File: src/rtl/fuc_pkg.sv
// Shared types for the fast_unordered_cash backing-memory port:
// FSM state encoding and the write-back buffer entry.
package fuc_pkg;

  localparam int unsigned ADDRESS_SIZE = 16;
  localparam int unsigned DATA_SIZE    = 8;

  typedef enum logic [1:0] {
    IDLE    = 2'd0,
    RD_WAIT = 2'd1,
    WB_WAIT = 2'd2,
    RESPOND = 2'd3
  } state_t;

  typedef struct packed {
    logic                    valid;
    logic [ADDRESS_SIZE-1:0] address;
    logic [DATA_SIZE-1:0]    data;
  } wb_entry_t;

endpackage

File: src/rtl/fuc_write_buffer.sv
// One-entry write-back buffer holding a single evicted word, with an
// address compare against the cache's current fetch address.
module fuc_write_buffer
  import fuc_pkg::*;
(
  input  logic                    clk,
  input  logic                    reset,
  input  logic                    load,
  input  logic                    clear,
  input  logic [ADDRESS_SIZE-1:0] load_address,
  input  logic [DATA_SIZE-1:0]    load_data,
  input  logic [ADDRESS_SIZE-1:0] fetch_address,
  output wb_entry_t               entry,
  output logic                    match
);

  // Entry register; clear only drops the valid flag.
  always_ff @(posedge clk) begin
    if (reset) begin
      entry <= '0;
    end else if (load) begin
      entry <= '{valid: 1'b1, address: load_address, data: load_data};
    end else if (clear) begin
      entry.valid <= 1'b0;
    end else begin
      entry <= entry;
    end
  end

  assign match = entry.valid && (entry.address == fetch_address);

endmodule

File: src/rtl/fuc_backing_port.sv
// Backing-memory port for fast_unordered_cash: serves fetches and evictions
// over a req/ack bus, letting fetches overtake a buffered eviction.
module fuc_backing_port
  import fuc_pkg::*;
#(
  parameter int address_size = ADDRESS_SIZE,
  parameter int data_size    = DATA_SIZE,
  parameter int timeout_size = 8
) (
  input  logic                    clk,
  input  logic                    reset,
  input  logic                    unload_valid,
  input  logic [address_size-1:0] unload_address,
  input  logic [data_size-1:0]    unload_data,
  output logic                    unloaded_data_handled,
  input  logic                    request_string,
  input  logic [address_size-1:0] fetch_address,
  output logic [data_size-1:0]    fetch_data,
  output logic                    fetch_data_presented,
  output logic                    mem_req,
  output logic                    mem_we,
  output logic [address_size-1:0] mem_address,
  output logic [data_size-1:0]    mem_wdata,
  input  logic [data_size-1:0]    mem_rdata,
  input  logic                    mem_ack,
  output logic                    wb_pending,
  output logic                    timeout_error
);

  // Expiry fires on the cycle that would bring the counter to all-ones.
  localparam logic [timeout_size-1:0] timer_one  = timeout_size'(1);
  localparam logic [timeout_size-1:0] timer_last = ~timer_one;

  state_t                  state;
  wb_entry_t               wb;
  logic                    wb_match;
  logic                    wb_load;
  logic                    wb_clear;
  logic                    timer_expire;
  logic [timeout_size-1:0] timer;

  always_comb begin
    timer_expire = mem_req && !mem_ack && (timer == timer_last);
    wb_load      = (state == IDLE) && unload_valid && !wb.valid;
    wb_clear     = (state == WB_WAIT) && mem_req && (mem_ack || timer_expire);
  end

  fuc_write_buffer u_write_buffer (
    .clk           (clk),
    .reset         (reset),
    .load          (wb_load),
    .clear         (wb_clear),
    .load_address  (unload_address),
    .load_data     (unload_data),
    .fetch_address (fetch_address),
    .entry         (wb),
    .match         (wb_match)
  );

  assign wb_pending = wb.valid;

  // Control FSM with registered bus and cache-side outputs.
  always_ff @(posedge clk) begin
    if (reset) begin
      state                 <= IDLE;
      unloaded_data_handled <= 1'b0;
      fetch_data            <= '0;
      fetch_data_presented  <= 1'b0;
      mem_req               <= 1'b0;
      mem_we                <= 1'b0;
      mem_address           <= '0;
      mem_wdata             <= '0;
      timer                 <= '0;
      timeout_error         <= 1'b0;
    end else begin
      unloaded_data_handled <= 1'b0;
      fetch_data_presented  <= 1'b0;
      case (state)
        IDLE: begin
          if (unload_valid && !wb.valid) begin
            unloaded_data_handled <= 1'b1;
          end else if (request_string && wb_match) begin
            fetch_data           <= wb.data;
            fetch_data_presented <= 1'b1;
            state                <= RESPOND;
          end else if (request_string) begin
            mem_req     <= 1'b1;
            mem_we      <= 1'b0;
            mem_address <= fetch_address;
            mem_wdata   <= '0;
            state       <= RD_WAIT;
          end else if (wb.valid) begin
            mem_req     <= 1'b1;
            mem_we      <= 1'b1;
            mem_address <= wb.address;
            mem_wdata   <= wb.data;
            state       <= WB_WAIT;
          end else begin
            state <= IDLE;
          end
        end
        RD_WAIT: begin
          if (mem_ack) begin
            mem_req              <= 1'b0;
            timer                <= '0;
            fetch_data           <= mem_rdata;
            fetch_data_presented <= 1'b1;
            state                <= RESPOND;
          end else if (timer_expire) begin
            mem_req              <= 1'b0;
            timer                <= '0;
            timeout_error        <= 1'b1;
            fetch_data           <= '0;
            fetch_data_presented <= 1'b1;
            state                <= RESPOND;
          end else begin
            timer <= timer + timer_one;
          end
        end
        WB_WAIT: begin
          if (mem_ack) begin
            mem_req <= 1'b0;
            timer   <= '0;
            state   <= IDLE;
          end else if (timer_expire) begin
            mem_req       <= 1'b0;
            timer         <= '0;
            timeout_error <= 1'b1;
            state         <= IDLE;
          end else begin
            timer <= timer + timer_one;
          end
        end
        RESPOND: begin
          state <= IDLE;
        end
        default: begin
          state <= IDLE;
        end
      endcase
    end
  end

endmodule
File: config.mk
export PLATFORM = sky130hd
export DESIGN_NAME = fuc_backing_port
export DESIGN_NICKNAME = d
export VERILOG_FILES = /design/src/rtl/fuc_pkg.sv /design/src/rtl/fuc_write_buffer.sv /design/src/rtl/fuc_backing_port.sv
export SDC_FILE = /design/constraint.sdc
export NUM_CORES = 1
export LEC_CHECK = 0
export BUFFER_PORTS_ARGS = -buffer_cell sky130_fd_sc_hd__buf_2
export CORE_ASPECT_RATIO = 1.25
export CORE_UTILIZATION = 47
export CTS_BUF_LIST = sky130_fd_sc_hd__clkbuf_16
export DETAILED_ROUTE_END_ITERATION = 6
export GPL_TIMING_DRIVEN = 0
export PLACE_DENSITY = 0.76
export SYNTH_ARGS = -nofsm -noshare
export SYNTH_HDL_FRONTEND = slang
export SYNTH_HIERARCHICAL = 1
export SYNTH_SLANG_ARGS = --single-unit
export TNS_END_PERCENT = 50
File: constraint.sdc
create_clock -name clk -period 1.9 [get_ports clk]
set_input_delay 0.095 -clock clk [delete_from_list [all_inputs] [get_ports clk]]
set_output_delay 0.095 -clock clk [all_outputs]
set_load 0.005 [all_outputs]
# Word level (Yosys, flattened, before mapping)
# Index checks and enable logic that the tools add are counted.
dict set report totals {
  word_cells 90
  out_inout_bits 38
  ff_bits 72
  in_bits 53
}
dict set report op_classes {
  bitwise 4
  mux 36
  reduce_logical 24
  n_eq_ne 12
  add_sub_neg 1
}
# op count
set op_table {}
lappend op_table {{2-to-1 mux 8 bit} 8}
lappend op_table {{2-to-1 mux 16 bit} 2}
lappend op_table {{2-to-1 mux 25 bit} 1}
lappend op_table {{equality test 16 bit} 1}
lappend op_table {{2-to-1 mux 2 bit} 8}
lappend op_table {{case mux 8 bit (2 select lines)} 1}
lappend op_table {{2-to-1 mux 1 bit} 13}
lappend op_table {{logical AND 1 bit} 9}
lappend op_table {{adder 8 x 1 -> 8 bit (second input constant)} 1}
lappend op_table {{equality test 8 bit (second input constant)} 1}
lappend op_table {{case mux 2 bit (4 select lines)} 1}
lappend op_table {{AND reduction 4 bit} 2}
lappend op_table {{nonzero test 2 bit} 4}
lappend op_table {{!= test 3 bit (second input constant)} 2}
lappend op_table {{AND reduction 3 bit} 2}
lappend op_table {{AND reduction 5 bit} 1}
lappend op_table {{equality test 2 bit (second input constant)} 2}
lappend op_table {{!= test 2 bit (second input constant)} 2}
lappend op_table {{inverter 1 bit} 4}
lappend op_table {{case mux 1 bit (2 select lines)} 2}
lappend op_table {{OR reduction 2 bit} 2}
lappend op_table {{!= test 3 x 1 -> 1 bit (second input constant)} 1}
lappend op_table {{!= test 3 x 2 -> 1 bit (second input constant)} 1}
lappend op_table {{equality test 2 x 1 -> 1 bit (second input constant)} 1}
lappend op_table {{other kinds (4)} 5}

# Longest topological paths before layout
dict set report depth {
  ltp_word 7
  mapped_depth 9
  mapped_depth_nobuf 8
}

# Hierarchy
# Netlist, hierarchy kept.
# mod cells_each area_per_inst_um2 seq_area_each_um2 instances
set modules_own_cells {}
lappend modules_own_cells {fuc_backing_port 253 2244.7 940.9 1}
lappend modules_own_cells {fuc_write_buffer 104 1056.0 500.5 1}

# Least setup slack after synthesis
# OpenSTA, ideal clock, no wires.
dict set report synth_path {
  path_type {flip-flop to flip-flop}
  start {register u_write_buffer/entry[23] (netlist bit)}
  end {register fetch_data[3]}
  n_path_buf 1
  setup_ps 91
  period_less_slack_ps 1948
  arrival_time_ps 1857
  t_required_ps 1809
  setup_slack_ps -48
  path_stages_with_launch 9
  cell_sequence {dfxtp_1 xor2_1 nor4_1 nand4_1 nor4_2 a41o_1 buf_2 a21oi_1 a311oi_1}
}
dict set report synth_via {
  elab_chain_cells 5
}
# element line_no
set synth_rtl {}
lappend synth_rtl {{start, declared} fuc_write_buffer.sv:13} ;# output wb_entry_t entry,
lappend synth_rtl {{start signal, assigned} fuc_write_buffer.sv:22} ;# entry <= '{valid: 1'b1, address: load_address, data: load_data};
lappend synth_rtl {{start signal, assigned} fuc_write_buffer.sv:26} ;# entry <= entry;
lappend synth_rtl {{equality test 16 bit} fuc_write_buffer.sv:30} ;# assign match = entry.valid && (entry.address == fetch_address);
lappend synth_rtl {{logical AND 1 bit} fuc_write_buffer.sv:30}
lappend synth_rtl {{via wb_match} fuc_backing_port.sv:36} ;# logic wb_match;
lappend synth_rtl {{logical AND 1 bit} fuc_backing_port.sv:82} ;# end else if (request_string && wb_match) begin
lappend synth_rtl {{!= test 2 x 1 -> 1 bit (no source line)} n/a}
lappend synth_rtl {{AND reduction 4 bit (no source line)} n/a}
lappend synth_rtl {{end signal, assigned} fuc_backing_port.sv:83} ;# fetch_data <= wb.data;
lappend synth_rtl {{end signal, assigned} fuc_backing_port.sv:106} ;# fetch_data <= mem_rdata;
lappend synth_rtl {{end, declared} fuc_backing_port.sv:18} ;# output logic [data_size-1:0] fetch_data,
# The timed path passes the listed nets, and every way through them passes these cells.
# A chain may end at the register's enable or synchronous reset.

# Final worst setup path
dict set report layout_path {
  start {register u_write_buffer/entry[15] (netlist bit)}
  end {register mem_address[11]}
}
dict set report layout_via {
  elab_chain_cells 5
}
# element line_no
set layout_rtl {}
lappend layout_rtl {{equality test 16 bit} fuc_write_buffer.sv:30}
lappend layout_rtl {{logical AND 1 bit} fuc_write_buffer.sv:30}
lappend layout_rtl {{via wb_match} fuc_backing_port.sv:36}
lappend layout_rtl {{logical AND 1 bit} fuc_backing_port.sv:82}
lappend layout_rtl {{inverter 1 bit (no source line)} n/a}
lappend layout_rtl {{AND reduction 4 bit (no source line)} n/a}
lappend layout_rtl {{end signal, assigned} fuc_backing_port.sv:89} ;# mem_address <= fetch_address;
lappend layout_rtl {{end signal, assigned} fuc_backing_port.sv:95} ;# mem_address <= wb.address;
lappend layout_rtl {{end, declared} fuc_backing_port.sv:22} ;# output logic [address_size-1:0] mem_address,
# The timed path passes the listed nets, and every way through them passes these cells.

==> out/qor.json <==
{
  "ir_worst_vdd_mv": 0.9309,
  "placed_cells_incl_taps": 534,
  "min_path_type": "input pin to flop",
  "vias_per_cell": 5.754,
  "mean_instance_size_in_the_synthesized_netlist_um2": 9.246,
  "design.final.nets": 529,
  "worst-slew-pin-transition_ns": 0.7689,
  "maximum_number_of_pins_on_one_net_before_global_route_repair": 12,
  "layout_worst_path_cycle_share_pct": 111.1,
  "final_std_cells_w_o_fill": 562,
  "static-leakage-power_nw": 2.016,
  "synth_warnings": 6,
  "syn-cell-area_um2": 3301,
  "setup-tns-final_ns": -4.741,
  "worst-setup-path-type": "flop to flop",
  "drt_pass1_iterations": 5,
  "layout-drive-gt1-share_pct": 37.68,
  "fmax_mhz": 473.8,
  "worstReg2RegStart": "u_write_buffer/entry[15]",
  "final_common_cell": "sky130_fd_sc_hd__buf_2",
  "drt_drc_violations_left": 0,
  "cap_viol_max_count": 0,
  "final.setup_skew_ns": 0.004911,
  "result_of_the_run": "finished with violations",
  "mappedNetlistNets": 416,
  "dieWidth_um": 76.96,
  "final_critical_path_setup_slack_ns": -0.2106,
  "cp_data_arrival_time_ns": 2.34,
  "die-area_um2": 7364,
  "synth_enable_flop_cells": 0,
  "setup.worst_path.end": "mem_address[11]",
  "violations": "negative setup slack",
  "clock_sink_count": 72,
  "route.vias.total": 3234,
  "place_congestion": 0.8176,
  "grt_antenna_before_repair": 0,
  "slew_headroom_pct": 48.74,
  "clkLatencyLatePin_ns": 0.33,
  "via_count_of_the_first_global_routing_pass": 3277,
  "wirelength_mm": 9.856,
  "setup.worst_path.end_class": "flop",
  "netlist_instances": 357,
  "min_period_ns": 2.111,
  "clock_path_buffers": 2,
  "grt_util_all_layers_pct": 26.18,
  "rows": 33,
  "routed_length_per_instance_um": 17.54,
  "layout.filler_cells": 492,
  "area_delta_synth_final_pct": 40.86,
  "setup_repair_after_global_routing_missed_its_margin": "yes",
  "postSynth.topFlopCell": "sky130_fd_sc_hd__dfxtp_1",
  "placeableCoreArea_um2": 6689,
  "hold_viol": 0,
  "clock_pin_slew_worst_setup_and_hold_paths_ns": 0.06,
  "critical_path.max_fanout": 7,
  "grt_first_pass_wirelength_mm": 14.84,
  "initialDrtViolationCount": 204,
  "final_ant_viol_nets": 0,
  "detailedPlace.worstSlack_ns": -0.4572,
  "start_util_pct": 49.35,
  "ctsRootBufferMaster": "sky130_fd_sc_hd__clkbuf_16",
  "portion_of_the_post_synthesis_area_used_by_sequential_elements_pct": 43.67,
  "cts_tree": "yes",
  "globalRouteOverflowTotal": 0,
  "powerDensity_nw_per_um2": 1411,
  "critical_path.reg2reg.endpoint": "mem_address[11]",
  "diodes": 0,
  "hpwlAfterDp_mm": 6.248,
  "most_frequent_cells_in_the_layout": "93 x sky130_fd_sc_hd__buf_2, 69 x sky130_fd_sc_hd__dfxtp_1, 48 x sky130_fd_sc_hd__nor2_1",
  "startpoint_type": "flop",
  "tritoncts.num_buffers": 9,
  "worst_r2r_path_depth": 8,
  "synth.lib_cells_used.distinct": 43,
  "layout.core_utilization_pct": 69.51,
  "report.final.slew_viol_count": 0,
  "h_tree_level_count": 3,
  "finalSetupViolCount": 36,
  "cp-startpoint": "u_write_buffer/entry[15]",
  "cts_hold_repair.buffers": 0,
  "ios": 91,
  "chipHeight_um": 95.70,
  "ys_seq_elements": 72,
  "crit_required_ns": 2.13,
  "r2r_slack_ns": -0.21,
  "numPortBuffers": 90,
  "postSynth.asyncResetShare_pct": 0
}
==> routing by layer <==
metal / GRT usage, % / share of wire, % / wire, µm
met3: 7.678 / 6.6 / 654
met2: 47.40 / 52 / 5096
met4: 11.70 / 2.4 / 232
met5: 0 / 0 / 0
met1: 28.37 / 39 / 3872
==> flip-flops by register name, indices dropped and copies added (netlist names), 2 cells and up <==
name                  cells
state                     2
fetch_data                8
mem_address              16
u_write_buffer/entry     25
timer                     8
mem_wdata                 8
==> stage by stage <==
step,power (mW),instance area (µm²),hold WS (ns)
finish,6.559,4649,0.002684
global route,6.852,4649,0.001515
CTS,6.168,4463,0.001214
detailed placement,3.912,3866,0.3389
global placement,3.842,3866,0.3284
floorplan,3.317,3307,0.2422
==> logic make-up (layout without fill, tap and decap cells) <==
| family | Yosys count | in the layout | synth area share, % |
|---|---|---|---|
| AO/OA/AOI/OAI | 77 | 77 | 16.91 |
| XOR/XNOR | 16 | 16 | 4.246 |
| adder cells (fa/ha/maj) | 6 | 6 | 2.274 |
| AND/OR/NAND/NOR | 113 | 113 | 15.88 |
| buffers and inverters | 32 | 150 | 4.549 |
| multiplexers | 41 | 41 | 12.47 |
| flip-flops | 72 | 72 | 43.67 |
==> cell type report <==
type / instances / area (µm²) / area share (%)
repair buffers: 102 / 591.8 / 12.73
clock buffers: 9 / 225.2 / 4.844
flip-flops and latches: 72 / 1445 / 31.08
inverters: 8 / 30.03 / 0.6459
multi-input cells: 253 / 1963 / 42.22
clock inverters: 7 / 80.08 / 1.722
plain buffers: 24 / 205.2 / 4.413
well taps: 87 / 108.9 / 2.341
==> cells in the mapped netlist (3+ instances only) <==
library cell               number  area share [%]
sky130_fd_sc_hd__dfxtp_1       72              44
sky130_fd_sc_hd__nor2_1        63             7.2
sky130_fd_sc_hd__mux2i_1       40              12
sky130_fd_sc_hd__a21oi_1       22             3.3
sky130_fd_sc_hd__a211oi_1      17             3.9
sky130_fd_sc_hd__clkbuf_1      13             1.5
sky130_fd_sc_hd__nand2_1       13             1.5
sky130_fd_sc_hd__xnor2_1       12             3.2
sky130_fd_sc_hd__a311oi_1      11             2.9
sky130_fd_sc_hd__a22oi_1        9             2.0
sky130_fd_sc_hd__and3_1         9             1.7
sky130_fd_sc_hd__nand3_1        9             1.4
sky130_fd_sc_hd__inv_1          7            0.80
sky130_fd_sc_hd__buf_2          6            0.91
sky130_fd_sc_hd__ha_1           6             2.3
sky130_fd_sc_hd__a31oi_1        5            0.95
sky130_fd_sc_hd__nand4_1        4            0.76
sky130_fd_sc_hd__xor2_1         4             1.1
sky130_fd_sc_hd__nand2b_1       3            0.57
sky130_fd_sc_hd__nor2b_1        3            0.57
sky130_fd_sc_hd__o21ai_0        3            0.45
==> critical path, cell delays in order, from the launching register on <==
cell	delay [ns]
sky130_fd_sc_hd__dfxtp_2	0.32
sky130_fd_sc_hd__xor2_1	0.16
sky130_fd_sc_hd__nor4_2	0.34
sky130_fd_sc_hd__nand4_1	0.21
sky130_fd_sc_hd__nor4_4	0.23
sky130_fd_sc_hd__nand2_2	0.13
sky130_fd_sc_hd__o211a_4	0.22
sky130_fd_sc_hd__clkbuf_8	0.18
sky130_fd_sc_hd__a211oi_1	0.22
==> report_power, final <==
part / switching (mW) / internal, mW / leakage (nW) / total [mW]
logic: 1.39 / 1.28 / 1.27 / 2.67
registers: 0.314 / 1.83 / 0.590 / 2.15
clock network: 0.618 / 1.13 / 0.161 / 1.75
==> worst min path at each step <==
stage	startpoint	endpoint	slack, ns	cells past startpoint
CTS	unload_address[9]	u_write_buffer/entry[17]	0.001	3
global placement	unload_address[10]	u_write_buffer/entry[18]	0.33	3
floorplan	unload_address[2]	u_write_buffer/entry[10]	0.24	2
detailed placement	unload_data[0]	u_write_buffer/entry[0]	0.34	3
global route	unload_address[6]	u_write_buffer/entry[14]	0.002	3
finish	unload_address[10]	u_write_buffer/entry[18]	0.003	3
==> timing repair <==
| action | CTS | global route |
|---|---|---|
| setup buffers | 7 | 2 |
| resized for setup | 57 | 36 |
| cloned | 2 | 1 |
| endpoints found under the setup margin | 54 | 64 |
| pin swaps | 14 | 5 |
Note: power is estimated with default switching activity, not from simulation.
